## src/rtl/irq_enc_pkg.sv

```systemverilog
// Shared constants and helpers for the 8-to-3 interrupt priority encoder.
// The one-hot mapping matches the 3x8 decoder: code c drives line c, line 0 is code 3'b000.
package irq_enc_pkg;

    localparam int N_IN   = 8;
    localparam int CODE_W = 3;

    function automatic logic [0:N_IN-1] onehot3to8(input logic [CODE_W-1:0] c);
        logic [0:N_IN-1] r;
        r    = '0;
        r[c] = 1'b1;
        return r;
    endfunction

    function automatic logic [CODE_W:0] popcount8(input logic [0:N_IN-1] v);
        logic [CODE_W:0] cnt;
        cnt = '0;
        for (int i = 0; i < N_IN; i++) begin
            cnt = cnt + {{CODE_W{1'b0}}, v[i]};
        end
        return cnt;
    endfunction

endpackage

```

## src/rtl/irq_priority_encoder_prio_enc8.sv

```systemverilog
// Combinational lowest-index-wins encoder over an 8-line vector.
// The index reads 0 when no line is set, so qualify it with any_o.
module prio_enc8
    import irq_enc_pkg::*;
(
    input  logic [0:N_IN-1]   vec_i,
    output logic [CODE_W-1:0] idx_o,
    output logic              any_o,
    output logic              multi_o
);

    // Scan from the top down so the lowest set index is the last one written.
    always_comb begin
        idx_o = '0;
        for (int i = N_IN - 1; i >= 0; i--) begin
            if (vec_i[i]) begin
                idx_o = CODE_W'(i);
            end
        end
    end

    assign any_o   = |vec_i;
    assign multi_o = (popcount8(vec_i) > (CODE_W + 1)'(1));

endmodule

```

## src/rtl/irq_priority_encoder.sv

```systemverilog
// Registered 8-to-3 priority encoder with sticky request capture and a valid/ready output.
// A presented code is frozen until the consumer accepts it.
module irq_priority_encoder
    import irq_enc_pkg::*;
(
    input  logic              clk,
    input  logic              rst,
    input  logic [0:N_IN-1]   req,
    input  logic [0:N_IN-1]   mask,
    output logic [CODE_W-1:0] code,
    output logic              valid,
    input  logic              ready,
    output logic              multi,
    output logic [0:N_IN-1]   pending
);

    logic [0:N_IN-1]   pending_q, pending_d;
    logic [CODE_W-1:0] code_q, code_d;
    logic              valid_q, valid_d;
    logic              multi_q, multi_d;

    logic              accept;
    logic              load;
    logic [0:N_IN-1]   clr;
    logic [0:N_IN-1]   sel_d;
    logic [CODE_W-1:0] win_idx;
    logic              win_any;
    logic              win_multi;

    assign accept = valid_q & ready;
    assign load   = ~valid_q | accept;

    // New requests are OR-ed in after the clear, so a re-request on the accepting edge survives.
    always_comb begin
        clr       = accept ? onehot3to8(code_q) : '0;
        pending_d = (pending_q & ~clr) | req;
        sel_d     = pending_d & ~mask;
    end

    prio_enc8 u_prio_enc8 (
        .vec_i   (sel_d),
        .idx_o   (win_idx),
        .any_o   (win_any),
        .multi_o (win_multi)
    );

    always_comb begin
        valid_d = valid_q;
        code_d  = code_q;
        multi_d = multi_q;
        if (load) begin
            valid_d = win_any;
            code_d  = win_idx;
            multi_d = win_multi;
        end
    end

    always_ff @(posedge clk or posedge rst) begin
        if (rst) begin
            pending_q <= '0;
            valid_q   <= 1'b0;
            code_q    <= '0;
            multi_q   <= 1'b0;
        end else begin
            pending_q <= pending_d;
            valid_q   <= valid_d;
            code_q    <= code_d;
            multi_q   <= multi_d;
        end
    end

    assign code    = code_q;
    assign valid   = valid_q;
    assign multi   = multi_q;
    assign pending = pending_q;

endmodule
```

## config.mk

```make
export PLATFORM = sky130hd
export DESIGN_NAME = irq_priority_encoder
export DESIGN_NICKNAME = d
export VERILOG_FILES = /design/src/rtl/irq_enc_pkg.sv /design/src/rtl/irq_priority_encoder_prio_enc8.sv /design/src/rtl/irq_priority_encoder.sv
export SDC_FILE = /design/constraint.sdc
export NUM_CORES = 1
export LEC_CHECK = 0
export ABC_CLOCK_PERIOD_IN_PS = 10400
export BUFFER_PORTS_ARGS = -buffer_cell sky130_fd_sc_hd__buf_2
export CAP_MARGIN = 20
export CORE_UTILIZATION = 45
export DETAILED_ROUTE_END_ITERATION = 10
export PLACE_DENSITY = 0.72
export RECOVER_POWER = 100
export REMOVE_ABC_BUFFERS = 1
export SETUP_SLACK_MARGIN = 0.3
export SLEW_MARGIN = 30
export SYNTH_ARGS = -nofsm -noshare
export SYNTH_HDL_FRONTEND = slang
export SYNTH_SLANG_ARGS = --single-unit
```

## constraint.sdc

```tcl
create_clock -name clk -period 10.4 [get_ports clk]
set_input_delay 1.56 -clock clk [delete_from_list [all_inputs] [get_ports clk]]
set_output_delay 1.56 -clock clk [all_outputs]
set_load 0.02 [all_outputs]
```

# Word level (Yosys, flattened, before mapping)
# Index checks and enable logic that the tools add are counted.
# op_classes
n_addsub	7
magnitude_cmp	3
n_mux	11
bitwise_logic	9
reduce_logical	2
# op_table
operator	count
adder 4 x 1 -> 4 bit	6
two-way mux 3 bit	8
AND 8 bit	2
NOT 8 bit	2
two-way mux 8 bit	1
bitwise OR 8 bit	1
OR reduction 8 bit	1
>= comparator 4 bit (second input constant)	1
> comparator 4 x 1 -> 1 bit (second input constant)	1
less-than comparator 4 x 1 -> 1 bit (second input constant)	1
NOT 3 -> 4 bit	1
demux 1 bit (select 3 bit)	1
adder 1 x 1 -> 2 bit	1
AND 1 bit	1
logical AND 1 bit	1
two-way mux 1 bit	1
NOT 1 bit	1
bitwise OR 1 bit	1
# totals
register_bits	13
inputBits	19
out_inout_bits	13
wordCells	36

# Depth between registers and ports, before layout
# Gate-level depths: netlist of run 1.
# logic_depth
word_depth	18
depth_mapped	15
ltp_nobuf	14

# By module
# A second synthesis of run 1 with hierarchy kept.
# hier_totals
hier_cells	91
area_unflattened_um2	942.2
# modules_own_cells
module	n_inst	cells_per_inst	area_per_inst_um2	seq_area_each_um2
irq_priority_encoder	1	56	653.1	325.3
prio_enc8	1	35	289.0	0.0

# Worst setup path before layout of run 1
# Ideal clock, no wire load.
# synth_timing
path_kind	input to register
from	input ready
to	register multi_q, in the netlist multi
setup_time_ps	82
t_arrival_ps	4643
required_ps	10318
slack_ps	5675
path_stages	14
path_buffers	0
cell_sequence	nor3b_2 a311oi_2 inv_2 ha_1 inv_1 fa_1 fa_1 inv_1 fa_1 inv_1 fa_1 a211oi_1 mux2_2 a31oi_1
# synth_between
elab_chain_len	14
elab_cells_between_ends	15
cone_classes	7 x add/sub; 1 x order compare; 1 x mux; 6 x bitwise
# synth_lines
element	line_no	rtl
start, declared	irq_priority_encoder.sv:12	input logic ready,
AND 1 bit *	irq_priority_encoder.sv:30	assign accept = valid_q & ready;
two-way mux 8 bit	irq_priority_encoder.sv:35	clr = accept ? onehot3to8(code_q) : '0;
NOT 8 bit	irq_priority_encoder.sv:36	pending_d = (pending_q & ~clr) | req;
AND 8 bit	irq_priority_encoder.sv:36	
bitwise OR 8 bit	irq_priority_encoder.sv:36	
AND 8 bit	irq_priority_encoder.sv:37	sel_d = pending_d & ~mask;
adder 1 x 1 -> 2 bit	irq_enc_pkg.sv:19	cnt = cnt + {{CODE_W{1'b0}}, v[i]};
adder 4 x 1 -> 4 bit (6 in series)	irq_enc_pkg.sv:19	
> comparator 4 x 1 -> 1 bit	irq_priority_encoder_prio_enc8.sv:23	assign multi_o = (popcount8(vec_i) > (CODE_W + 1)'(1));
end signal, assigned	irq_priority_encoder.sv:68	multi_q <= multi_d;
end, declared	irq_priority_encoder.sv:20	logic multi_q, multi_d;
# Mark *: on every way between the ends. The rest lies on a longest branch, timed or not.
# A chain may end at the register's enable or synchronous reset.

# Final worst setup path of run 1
# Ends and elaborated chain as after synthesis.

==> results of run 1 <==
flip-flops by register name, summed over array words and instances (netlist names):
| signal | count |
|---|---|
| code | 3 |
| multi | 1 |
| pending | 8 |
| valid | 1 |
through the flow:
stage / total power, mW / util, % / std cells
final: 0.148 / 58.2 / 168
after CTS: 0.152 / 59.8 / 168
after detailed placement: 0.120 / 58.5 / 164
after global routing: 0.161 / 58.2 / 168
after global placement: 0.118 / 58.5 / 164
after floorplan: 0.103 / - / 106
area by class of cell:
type                    instances  area [um^2]  share of cell area (%)
multi-input cells              77          593                    50.4
well taps                      27         33.8                    2.87
repair buffers                 31          138                    11.7
clock buffers                   4         26.3                    2.23
inverters                      16         60.1                    5.11
flip-flops and latches         13          325                    27.7
worst max-delay path, cell delays in order:
cell and delay [ps]:
clkbuf_1 150, nor3b_1 220, a311oi_1 590, inv_2 80, ha_1 290, inv_1 50
fa_1 500, fa_1 540, inv_1 50, fa_1 430, inv_1 80, fa_1 180
a211oi_1 50, mux2_2 260, a31oi_1 150
final timing paths:
kind | endpoint | slack [ps] | from | cells after the start
max | multi | 5420 | ready | 15
min | pending[1] | 500 | pending[1] | 2
min in group asynchronous | pending[2] | 1290 | rst | 2
max in group asynchronous | pending[5] | 8770 | rst | 2
min reg2reg | pending[1] | 500 | pending[1] | 2
max reg2reg | multi | 6290 | valid | 14
cells in the final DEF (no fill, tap or decap), types with 2 or more instances in the layout:
master	count
nand3_1	4
inv_2	2
o31ai_1	2
and3b_1	4
fa_1	4
clkbuf_4	3
dfrtp_1	13
buf_2	17
nand2b_1	4
inv_1	14
a211oi_1	2
ha_1	4
clkbuf_1	15
nand2_1	13
o21ba_2	2
o21ai_0	3
nor2_1	9
a21o_1	2
nor2b_1	2
cell usage after synthesis, types with 2 or more instances:
cell / n / area (um^2)
nand3_1: 4 / 20.0
fa_1: 4 / 80.1
o21ai_0: 3 / 15.0
and3b_1: 4 / 35.0
inv_2: 2 / 7.51
ha_1: 4 / 50.1
o31ai_1: 2 / 15.0
o21ba_2: 2 / 20.0
dfrtp_1: 13 / 325
nor2b_1: 2 / 12.5
a21o_1: 2 / 15.0
nand2b_1: 4 / 25.0
a311oi_2: 2 / 30.0
nor2_1: 9 / 33.8
a211oi_2: 2 / 25.0
inv_1: 14 / 52.6
nand2_1: 13 / 48.8
metal layers:
layer	wire, um	part of all wire, %	up-vias	GRT usage [%]
li1	-	-	433	-
met1	951	47	402	25.3
met2	946	47	23	31.7
met3	93	4.6	5	2.49
met4	34	1.7	0	8.82
met5	0	0	-	0
cells by family (layout without fill, tap and decap cells):
| group | after synthesis | count (layout) |
|---|---|---|
| adder cells (fa/ha/maj) | 8 | 8 |
| AO/OA/AOI/OAI | 24 | 24 |
| multiplexers | 1 | 1 |
| flip-flops | 13 | 13 |
| buffers and inverters | 17 | 51 |
| AND/OR/NAND/NOR | 44 | 44 |
power breakdown:
part / total (mW) / internal [mW] / switching, mW / leakage (nW)
Combinational: 0.0560 / 0.0229 / 0.0331 / 0.392
Clock: 0.0324 / 0.0149 / 0.0175 / 0.0150
Sequential: 0.0601 / 0.0554 / 0.00470 / 0.130
==> metrics.cfg, run 1 <==
[clock_network]
cts_hold_buf = 0
cts_setup_buffers = 0
cts_buffers = 3
root_buffer = clkbuf_4
clkTransAtPathRegs_ps = 80
cts.path.max_buffers = 2
htreeDepth = 1
cts_sinks = 13
clock_latency_ps = 280
tritoncts = done
cts_repair_resize_count = 0

[finish]
area_growth_pct = 16.9
fillers = 194
final_cell_area_um2 = 1180
nets = 169
diodes = 0
drive_above_1_share_pct = 22.7

[detailed_routing]
wire_per_inst_um = 12.1
drtAntennaViolNets = 0
dr.pass1.iters = 4
route.detailed.drc = 0
drtIter0Drc = 17
num_vias = 863
viasPerCell = 5.14
routed_wl_mm = 2.03

[floorplanning]
core_um2 = 2020
initial_core_util_pct = 49.8
die_w_um = 49.3
row_count = 16
die_h_um = 49.3
fp.dieArea_um2 = 2430
io_pins = 32

[place]
pre_cts_ws_ps = 5350
dp_hpwl_mm = 1.64
gp_congestion = 0.753
dpl_cell_area_um2 = 1180
io_buffers = 31

[grt]
grt_max_degree = 14
overflow = 0
grt_antenna_before_repair = 0
track_usage_pct = 19.4
grt_pass1_vias = 827
grt_pass1_wl_mm = 3.60

[sta]
slew_headroom_pct = 54.1
clock-skew-final_ps = 3.70
tns_ps = 0
report.final.slew_viol_count = 0
rsz0062_at_grt = no
tightest_slew_ps = 686
setup_viol = 0
finalWorstSetupSlack_ps = 5420
finalHoldViolCount = 0
hold_ws_ps = 505
layout_min_cycle_time_ps = 4980
clock.fmax_mhz = 201
fin_crit_sh_pct = 47.9

[synthesis]
synth.avg_cell_area_um2 = 9.40
synth_compound_area_share_pct = 23.1
synth_top_family_by_area = simple AND/OR/NAND/NOR gates
yosys_most_used_dff = dfrtp_1
ys_seq_area_share_pct = 32.3
syn-cell-area_um2 = 1010
synth_edf_count = 0
yosys_warnings = 0
yosys.area_share.simple_pct = 23.4
synth.distinct_cells = 38
synth_fa_ha_area_share_pct = 12.9
synth-xor-area-share_pct = 0
synthMuxAreaShare_pct = 1.12
synthCells = 107
ys_seq_elements = 13
synthArstFlopShare_pct = 100

[critical_path]
required_ps = 10610
cp.arrival_ps = 5190
cp-end-kind = register
startpoint_type = primary input
path_class = in -> reg
worst-path-max-fanout = 8

[job]
cap_violations = 0

[power_and_ir_drop]
ir_worst_vdd_mv = 0.0738
p_leak_nw = 0.537
p_per_area_nw_per_um2 = 126

[worst_hold_path]
min_path_type = reg -> reg

[run_status]
status = completed

No activity file was read; power rests on OpenSTA's default activity.
==> run 2, diff against run 1 <==
ABC_AREA = 1   (was not set)
ABC_CLOCK_PERIOD_IN_PS = 4100   (was 10400)
CORE_UTILIZATION = 44   (was 45)
PLACE_DENSITY = 0.74   (was 0.72)
clock period = 4.1 ns   (was 10.4 ns; I/O delays follow)
==> metrics.cfg, run 2 <==
[place]
pre_cts_ws_ps = 107  ; was 5350 ps
dp_hpwl_mm = 1.72  ; was 1.64 mm
dpl_cell_area_um2 = 1150  ; was 1180 um^2
io_buffers = 31  ; unchanged
gp_congestion = 0.777  ; was 0.753
dp.cells = 170  ; was 164

[critical_path]
regToRegStartpoint = valid  ; unchanged
worst_r2r_path_depth = 16  ; was 14
crit_start = ready  ; unchanged
max_stage_delay_ps = 550  ; was 590 ps
crit_family = adder cells  ; unchanged
cp_common_cell = inv_1  ; was fa_1
cp_cell_sequence = clkbuf_1 -> nand2_1 -> nor2_1 -> inv_1 -> o21ai_2 -> a21oi_4 -> inv_1 -> ha_1 -> inv_1 -> fa_1 -> fa_1 -> inv_1 -> fa_1 -> inv_1 -> fa_1 -> o211ai_1 -> o22a_1  ; was clkbuf_1 -> nor3b_1 -> a311oi_1 -> inv_2 -> ha_1 -> inv_1 -> fa_1 -> fa_1 -> inv_1 -> fa_1 -> inv_1 -> fa_1 -> a211oi_1 -> mux2_2 -> a31oi_1
cp_num_cells = 17  ; was 15
cpMaxStageDelayCell = fa_1  ; was a311oi_1
path_buf_inv = 6  ; was 5
cp-end-kind = register  ; unchanged
path_class = in -> reg  ; unchanged
worst-path-max-fanout = 4  ; was 8
startpoint_type = primary input  ; unchanged
cp.arrival_ps = 3950  ; was 5190 ps
required_ps = 4330  ; was 10,610 ps

[synthesis]
ys_seq_area_share_pct = 33.9  ; was 32.3%
synthMuxAreaShare_pct = 0  ; was 1.12%
synth.distinct_cells = 23  ; was 38
yosys.area_share.simple_pct = 24.4  ; was 23.4%
synth_edf_count = 0  ; unchanged
synth_top_area_share_pct = 33.9  ; was 32.3%
ys_seq_elements = 13  ; unchanged
synth_most_common_cell = inv_1  ; unchanged
yosys-top-cells-count = inv_1 (31), nand2_1 (23), dfrtp_1 (13)  ; was inv_1 (14), dfrtp_1 (13), nand2_1 (13)
synth_area_leaders = dfrtp_1 (34%), inv_1 (12%), nand2_1 (9.0%)  ; was dfrtp_1 (32%), fa_1 (8.0%), inv_1 (5.2%)
synthCells = 112  ; was 107
syn-cell-area_um2 = 960  ; was 1010 um^2
synth.largest_area_cell = dfrtp_1  ; unchanged
synth.avg_cell_area_um2 = 8.57  ; was 9.40 um^2
synth_compound_area_share_pct = 15.3  ; was 23.1%
yosys_warnings = 0  ; unchanged
synth_top_family_by_area = simple AND/OR/NAND/NOR gates  ; unchanged
yosys_most_used_dff = dfrtp_1  ; unchanged
synth-xor-area-share_pct = 0  ; unchanged
synth_fa_ha_area_share_pct = 13.6  ; was 12.9%
synthArstFlopShare_pct = 100  ; unchanged

[clock_network]
htreeDepth = 1  ; unchanged
cts_buffers = 3  ; unchanged
cts.path.max_buffers = 2  ; unchanged
clkTransAtPathRegs_ps = 80  ; about the same
clock_latency_ps = 280  ; about the same
tritoncts = done  ; unchanged
root_buffer = clkbuf_4  ; unchanged
cts_sinks = 13  ; unchanged
cts_hold_buf = 0  ; unchanged

[floorplanning]
initial_core_util_pct = 47.9  ; was 49.8%
fp.dieArea_um2 = 2370  ; was 2430 um^2
die_h_um = 48.7  ; was 49.3 um
core_um2 = 2000  ; was 2020 um^2
row_count = 16  ; unchanged
die_w_um = 48.7  ; was 49.3 um
io_pins = 32  ; unchanged

[sta]
fin_crit_sh_pct = 90.8
clock.fmax_mhz = 269
layout_min_cycle_time_ps = 3720
finalWorstSetupSlack_ps = 377  ; was 5420 ps
slew_headroom_pct = 65.6  ; was 54.1%
clock-skew-final_ps = 3.82  ; was 3.70 ps
report.final.slew_viol_count = 0  ; unchanged
tns_ps = 0  ; unchanged
finalHoldViolCount = 0  ; unchanged
rsz0062_at_grt = no  ; unchanged
setup_viol = 0  ; unchanged
tightest_slew_ps = 515  ; was 686 ps

[job]
cap_violations = 0  ; unchanged

[power_and_ir_drop]
ir_worst_vdd_mv = 0.249  ; was 0.0738 mV
p_leak_nw = 0.627  ; was 0.537 nW
p_per_area_nw_per_um2 = 322  ; was 126 nW/um^2
power_uw = 374  ; was 148 uW

[grt]
grt_max_degree = 14  ; unchanged
track_usage_pct = 18.7  ; was 19.4%
grt_pass1_wl_mm = 3.38  ; was 3.60 mm
overflow = 0  ; unchanged
grt_pass1_vias = 816  ; was 827
grt_antenna_before_repair = 0  ; unchanged

[finish]
drive_above_1_share_pct = 26.7  ; was 22.7%
area_growth_pct = 21.1  ; was 16.9%
final_cell_mix = inv_1 (33), nand2_1 (25), buf_2 (17)  ; was buf_2 (17), clkbuf_1 (15), inv_1 (14)
final_cell_area_um2 = 1160  ; was 1180 um^2
diodes = 0  ; unchanged
largest_reg_flops = 8  ; unchanged
nets = 178  ; was 169
fillers = 196  ; was 194
final_cells = 177  ; was 168
layout.cells.most_common = inv_1  ; was buf_2

[detailed_routing]
dr.pass1.iters = 2  ; was 4
routed_wl_mm = 2.00  ; was 2.03 mm
num_vias = 827  ; was 863
drtAntennaViolNets = 0  ; unchanged
drtIter0Drc = 6  ; was 17
viasPerCell = 4.67  ; was 5.14
route.detailed.drc = 0  ; unchanged
wire_per_inst_um = 11.3  ; was 12.1 um

[worst_hold_path]
min_path_type = in -> async  ; was reg -> reg

[run_status]
status = completed  ; unchanged

## run 2: cell count changes after synthesis, sizes merged, moves of 3 or more
| cell | delta |
|---|---|
| nand3 | -3 |
| nand2 | +20 |
| a311oi | -3 |
| inv | +17 |
| a211oi | -3 |
| nor2 | -5 |
| and3b | -4 |
| nand2b | -4 |
| o21ai | +5 |
## run 2: layout make-up
type	count	area [um^2]	area share [%]
flip-flops and latches	13	325	28.0
inverters	33	124	10.7
well taps	27	33.8	2.91
repair buffers	34	160	13.8
multi-input cells	66	493	42.4
clock buffers	4	26.3	2.26
## run 2: final timing paths
path	slack [ps]	to
min in group clk	520	multi
max	380	multi
min	350	pending[0]
min reg2reg	520	multi
max in group asynchronous	3410	pending[3]
max reg2reg	430	multi
## run 2: cell families after synthesis
family                     count (synthesis)
AOI/OAI and AO/OA                         17
buffers and inverters                     33
and+or+nand+nor                           41
adders and majority gates                  8
DFF                                       13
## run 2: worst reg2reg max path: cells and delay by family, from the launching register on
kind | cells | cell delay (ps)
compound gates | 4 | 530
fa+ha+maj | 5 | 2160
buf+inv | 5 | 380
flops | 1 | 420
simple gates | 2 | 130
## run 2: stage by stage
step | hold WS [ps] | utilization, %
finish | 349 | 58.1
global route | 404 | 58.1
CTS | 376 | 58.7
detailed placement | 503 | 57.4
global placement | 502 | 57.4
floorplan | 492 | -
## run 2: repair_timing
item	4_1_cts	5_1_grt
endpoints found under the setup margin	0	1
setup buffers	0	3
resized for setup	0	1
## run 2: layer usage
metal / GRT usage, % / vias up / wire, um
li1: - / 409 / -
met3: 3.14 / 4 / 70
met2: 35.9 / 21 / 1100
met5: 0 / - / 0
met4: 7.35 / 0 / 27
met1: 19.9 / 393 / 805
## run 2: power breakdown
part	switching, mW	internal [mW]
combinational	0.0885	0.0545
clock	0.0445	0.0378
sequential	0.00861	0.140
total	0.142	0.233
